`src/rtl/pc_ras_pkg.sv`:
```
// Shared definitions for the program-counter / return-address-stack unit.
// Operation encoding presented by the control unit on the op bus.
package pc_ras_pkg;

  localparam int OP_W = 3;

  localparam logic [OP_W-1:0] OP_HOLD = 3'd0;
  localparam logic [OP_W-1:0] OP_INC  = 3'd1;
  localparam logic [OP_W-1:0] OP_JUMP = 3'd2;
  localparam logic [OP_W-1:0] OP_BEQ  = 3'd3;
  localparam logic [OP_W-1:0] OP_BNE  = 3'd4;
  localparam logic [OP_W-1:0] OP_CALL = 3'd5;
  localparam logic [OP_W-1:0] OP_RET  = 3'd6;

endpackage

```
`src/rtl/ras_stack.sv`:
```
// Return-address LIFO built as a circular buffer so a full stack can
// optionally overwrite its oldest entry instead of dropping the push.
module ras_stack
  import pc_ras_pkg::*;
#(
  parameter int WIDTH = 16,
  parameter int DEPTH = 4
) (
  input  logic                         clk,
  input  logic                         rst,
  input  logic                         push,
  input  logic                         pop,
  input  logic                         wrap_mode,
  input  logic [WIDTH-1:0]             din,
  output logic [WIDTH-1:0]             top,
  output logic [$clog2(DEPTH+1)-1:0]   count,
  output logic                         full,
  output logic                         empty,
  output logic                         push_drop,
  output logic                         pop_empty
);

  localparam int PTR_W = $clog2(DEPTH);
  localparam int CNT_W = $clog2(DEPTH + 1);
  localparam logic [PTR_W-1:0] LAST_IDX = PTR_W'(DEPTH - 1);
  localparam logic [CNT_W-1:0] FULL_CNT = CNT_W'(DEPTH);

  logic [WIDTH-1:0] mem_q [DEPTH];
  logic [PTR_W-1:0] sp_q, sp_d, top_idx;
  logic [CNT_W-1:0] cnt_q, cnt_d;
  logic             wr_en;

  // sp_q always points at the next slot to write; the top sits just below it.
  assign top_idx   = (sp_q == '0) ? LAST_IDX : sp_q - 1'b1;
  assign top       = mem_q[top_idx];
  assign count     = cnt_q;
  assign full      = (cnt_q == FULL_CNT);
  assign empty     = (cnt_q == '0);
  // Flags a push against a full stack, whether it was dropped or overwrote.
  assign push_drop = push & full;
  assign pop_empty = pop & empty;

  always_comb begin
    sp_d  = sp_q;
    cnt_d = cnt_q;
    wr_en = 1'b0;
    if (push && (!full || wrap_mode)) begin
      wr_en = 1'b1;
      sp_d  = (sp_q == LAST_IDX) ? '0 : sp_q + 1'b1;
      if (!full) begin
        cnt_d = cnt_q + 1'b1;
      end
    end else if (pop && !empty) begin
      sp_d  = top_idx;
      cnt_d = cnt_q - 1'b1;
    end
  end

  always_ff @(posedge clk or posedge rst) begin
    if (rst) begin
      sp_q  <= '0;
      cnt_q <= '0;
    end else begin
      sp_q  <= sp_d;
      cnt_q <= cnt_d;
    end
  end

  // When full in wrap mode, sp_q already addresses the oldest entry.
  always_ff @(posedge clk) begin
    if (wr_en) begin
      mem_q[sp_q] <= din;
    end
  end

endmodule

```
`src/rtl/pc_ras_unit.sv`:
```
// Program counter with next-PC selection for INC/JUMP/BEQ/BNE/CALL/RET,
// a hardware return-address stack and sticky overflow/underflow flags.
module pc_ras_unit
  import pc_ras_pkg::*;
#(
  parameter int               WIDTH    = 16,
  parameter int               DEPTH    = 4,
  parameter int               INC_STEP = 2,
  parameter logic [WIDTH-1:0] RESET_PC = '0,
  parameter bit               RAS_WRAP = 1'b0
) (
  input  logic                         CLK,
  input  logic                         reset,
  input  logic                         pc_write,
  input  logic [OP_W-1:0]              op,
  input  logic [WIDTH-1:0]             target,
  input  logic                         zero,
  input  logic                         err_clear,
  output logic [WIDTH-1:0]             pc,
  output logic [WIDTH-1:0]             pc_inc,
  output logic [$clog2(DEPTH+1)-1:0]   ras_count,
  output logic                         ras_full,
  output logic                         ras_empty,
  output logic                         err_overflow,
  output logic                         err_underflow
);

  logic [WIDTH-1:0] pc_q, pc_d;
  logic             err_ovf_q, err_ovf_d;
  logic             err_unf_q, err_unf_d;
  logic             push, pop, push_drop, pop_empty;
  logic [WIDTH-1:0] ras_top;

  assign pc_inc        = pc_q + WIDTH'(INC_STEP);
  assign pc            = pc_q;
  assign err_overflow  = err_ovf_q;
  assign err_underflow = err_unf_q;

  ras_stack #(
    .WIDTH (WIDTH),
    .DEPTH (DEPTH)
  ) u_ras (
    .clk       (CLK),
    .rst       (reset),
    .push      (push),
    .pop       (pop),
    .wrap_mode (RAS_WRAP),
    .din       (pc_inc),
    .top       (ras_top),
    .count     (ras_count),
    .full      (ras_full),
    .empty     (ras_empty),
    .push_drop (push_drop),
    .pop_empty (pop_empty)
  );

  always_comb begin
    pc_d = pc_q;
    push = 1'b0;
    pop  = 1'b0;
    if (pc_write) begin
      case (op)
        OP_INC:  pc_d = pc_inc;
        OP_JUMP: pc_d = target;
        OP_BEQ:  pc_d = zero ? target : pc_inc;
        OP_BNE:  pc_d = zero ? pc_inc : target;
        OP_CALL: begin
          pc_d = target;
          push = 1'b1;
        end
        OP_RET: begin
          pop = 1'b1;
          if (!ras_empty) begin
            pc_d = ras_top;
          end
        end
        default: pc_d = pc_q;
      endcase
    end
  end

  // A new error on the same edge as err_clear keeps the flag set.
  always_comb begin
    err_ovf_d = push_drop | (err_ovf_q & ~err_clear);
    err_unf_d = pop_empty | (err_unf_q & ~err_clear);
  end

  always_ff @(posedge CLK or posedge reset) begin
    if (reset) begin
      pc_q      <= RESET_PC;
      err_ovf_q <= 1'b0;
      err_unf_q <= 1'b0;
    end else begin
      pc_q      <= pc_d;
      err_ovf_q <= err_ovf_d;
      err_unf_q <= err_unf_d;
    end
  end

endmodule
```
`config.mk`:
```
export PLATFORM = sky130hd
export DESIGN_NAME = pc_ras_unit
export DESIGN_NICKNAME = d
export VERILOG_FILES = /design/src/rtl/pc_ras_pkg.sv /design/src/rtl/ras_stack.sv /design/src/rtl/pc_ras_unit.sv
export SDC_FILE = /design/constraint.sdc
export NUM_CORES = 1
export LEC_CHECK = 0
export CORE_MARGIN = 10
export CORE_UTILIZATION = 45
export CTS_CLUSTER_DIAMETER = 40
export DETAILED_ROUTE_END_ITERATION = 12
export PLACE_DENSITY = 0.71
export SYNTH_ARGS = -nofsm -noshare
export SYNTH_HDL_FRONTEND = slang
export SYNTH_HIERARCHICAL = 1
export SYNTH_SLANG_ARGS = --single-unit
```
`constraint.sdc`:
```
create_clock -name CLK -period 2.2 [get_ports CLK]
set_input_delay 0.44 -clock CLK [delete_from_list [all_inputs] [get_ports CLK]]
set_output_delay 0.44 -clock CLK [all_outputs]
set_load 0.1 [all_outputs]
```
==> results.toml <==
[cells_and_area]
drive_gt1_share_pct = 48.24
mostFrequentLayoutCells = "sky130_fd_sc_hd__buf_4 (83), sky130_fd_sc_hd__edfxtp_1 (64), sky130_fd_sc_hd__buf_12 (27)"
antenna-diode-count = 0
final_common_cell = "sky130_fd_sc_hd__buf_4"
finish.net_count = 452
synthToLayoutAreaGrowth_pct = 52.02

[grt]
grtUsageTotal_pct = 17.07
first_global_vias = 3256
grt_max_degree = 19
grt_first_pass_wirelength_um = 17390
grt_remaining_overflow = 0
grt_antenna_before_repair = 0

[power]
power_density_mw_per_mm2 = 1407
power_frac_seq_pct = 26.1
switching_power_total_uw = 4043
ir_drop_uv = 995.1
internal_power_uw = 4719
pwr-share-comb_pct = 61.4
finalPower_uw = 8762
switching_share_pct = 46.14
leakage_uw = 0.002389
clock_share_of_power_pct = 12.6

[logic_synthesis]
synth_sequential_area_ratio_pct = 60.97
synth_edf_count = 64
post_synthesis_cell_type_count = 54
synth_seq_cells = 87
synth_cells = 285
synthFlopType = "sky130_fd_sc_hd__edfxtp_1"
synth_area_mm2 = 0.004096
synthesized_area_per_cell_um2 = 14.37
async_flop_share_pct = 26.44
yosys_warnings = 6

[cts]
cts.hold.buffers_added = 0
cts_htree_levels = 3
cts_root_buffer = "sky130_fd_sc_hd__clkbuf_8"
tritoncts = "yes"
clkLatencyLatePin_ns = 0.35
path_clk_slew_ns = 0.09
cts-root-to-sink-buffers = 2
tritoncts.num_buffers = 9
clkSinkCount = 87

[place]
replace_congestion = 0.7961
detailedPlacementHpwl_um = 7464
io_buffers = 62

[critical_path]
critPathArrivalTime_ns = 1.90
cp-start-kind = "register"
timing.critical_path.fanout_max = 4
cp_num_buf_inv = 2
setup.worst_path.end_class = "output pin"
crit_type = "reg2out"
critical_path_required_ns = 1.76
critical_path.slowest_cell = "sky130_fd_sc_hd__dfrtp_4"
category_of_cells_accounting_for_the_largest_share_of_critical_path_delay = "simple AND/OR/NAND/NOR gates"
critPathMaxStageDelay_ns = 0.45
critical_path.cell_chain = "nand4_1, buf_4, or2_4, xnor2_4, buf_12"

[sta]
worst_hold_slack_ns = 0.3325
timing.final.hold_violations = 0
finClkSkew_ns = 0.008286
final_slew_violations = 0
fin_ws_ns = -0.1432
min_period_over_period_pct = 106.5
maximum_frequency_from_static_timing_analysis_ghz = 0.4268
final_setup_violating_endpoints = 10
setup_repair_after_global_routing_missed_its_margin = "true"
fin_crit_ns = 2.343

[floorplan]
design.core.area_mm2 = 0.008806
die_h_um = 115.4
chipWidth_um = 115.4
boundaryPins = 63
die_area_mm2 = 0.01332
placementRows = 34
effective_utilization_at_floorplan_pct = 46.52

[outcome]
result_of_the_run = "finished with violations"
failed_checks = "negative setup slack"

[routing]
routed_wl_um = 11050
drt_first_pass_iters = 5
ratio_of_routed_vias_to_standard_cells = 5.699
drcViolationCount = 0
drt.antenna.violating_nets = 0
total_via_count_after_detailed_routing = 3049
drt-initial-drc-count = 242
drt-wirelength-per-cell_um = 20.66

[hold_path]
min_path_type = "in2async"

[flow_run]
cap_viol_max_count = 0
power groups by stage:
stage          combinational (uW)  sequential (uW)  clock [uW]
3_3_place_gp                 4970             2330           0
5_1_grt                      5640             2310        1170
3_5_place_dp                 5040             2340           0
2_1_floorplan                2450             3380           0
6_report                     5380             2280        1100
4_1_cts                      5260             2290        1110
per-layer routing:
metal | up-vias | track usage (%) | routed length [um]
met4 | 0 | 6.503 | 140
met3 | 12 | 4.031 | 778
met5 | - | 0 | 0
met2 | 111 | 28.99 | 5685
li1 | 1390 | - | -
met1 | 1536 | 20.68 | 4447
sequential cells by signal, indices dropped and copies added (netlist names):
signal         count
u_ras/count        3
u_ras/sp_q         2
pc                16
u_ras/mem_q       64
err_overflow       1
err_underflow      1
through the flow:
stage | utilization [%] | cell area [um2] | setup TNS, ns | setup WS, ns | std cells
floorplan | - | 4479 | -9.324 | -0.2811 | 286
global placement | 64.71 | 5698 | -0.01279 | -0.01279 | 487
detailed placement | 64.71 | 5698 | -0.1008 | -0.07126 | 487
CTS | 69.42 | 6113 | -0.9151 | -0.1354 | 525
global route | 70.72 | 6227 | -1.705 | -0.1963 | 535
finish | 70.72 | 6227 | -0.8770 | -0.1432 | 535
Yosys cell counts, types with 7 or more instances:
library cell	number	area, um2
sky130_fd_sc_hd__inv_1	11	41.29
sky130_fd_sc_hd__xnor2_1	10	87.58
sky130_fd_sc_hd__a22oi_1	8	60.06
sky130_fd_sc_hd__nor2_1	10	37.54
sky130_fd_sc_hd__and2_1	9	56.30
sky130_fd_sc_hd__mux4_2	16	360.4
sky130_fd_sc_hd__o21ai_0	12	60.06
sky130_fd_sc_hd__a22o_1	8	70.07
sky130_fd_sc_hd__dfrtp_1	23	575.6
sky130_fd_sc_hd__edfxtp_1	64	1922
sky130_fd_sc_hd__a222oi_1	7	70.07
sky130_fd_sc_hd__nand2_1	10	37.54
final timing paths:
check                               from             to  slack, ns  cells after the start
setup / recovery                   pc[2]      pc_inc[6]      -0.14                      5
hold / removal                     reset  u_ras/sp_q[1]       0.33                      2
setup reg to reg           u_ras/sp_q[1]         pc[10]       0.09                      8
hold reg to reg             err_overflow   err_overflow       0.50                      1
max in group asynchronous          reset          pc[8]       1.46                      3
min in group CLK            err_overflow   err_overflow       0.50                      1
layout make-up:
type	instances	area, um2
timing repair buffer	139	1461
fill	594	2579
multi-input combinational	174	1848
inverter	11	45.04
clock buffer	11	131.4
sequential	87	2547
tap	108	135.1
clock inverter	5	58.81
what timing repair did:
action / CTS / global route
resized for setup: 8 / 10
buffers inserted: 22 / 10
endpoints found under the setup margin: 11 / 21
pin swaps: 14 / 15
gates cloned: 0 / 0
cell families after synthesis:
kind of cell | synth area share (%)
AOI/OAI and AO/OA | 13.26
xor gates and xnor gates | 2.993
adders and majority gates | 1.833
buffers and inverters | 3.207
DFF | 60.97
muxes | 9.072
other | 0.09154
and+or+nand+nor | 8.583
Power figures use the tool's default switching activity.
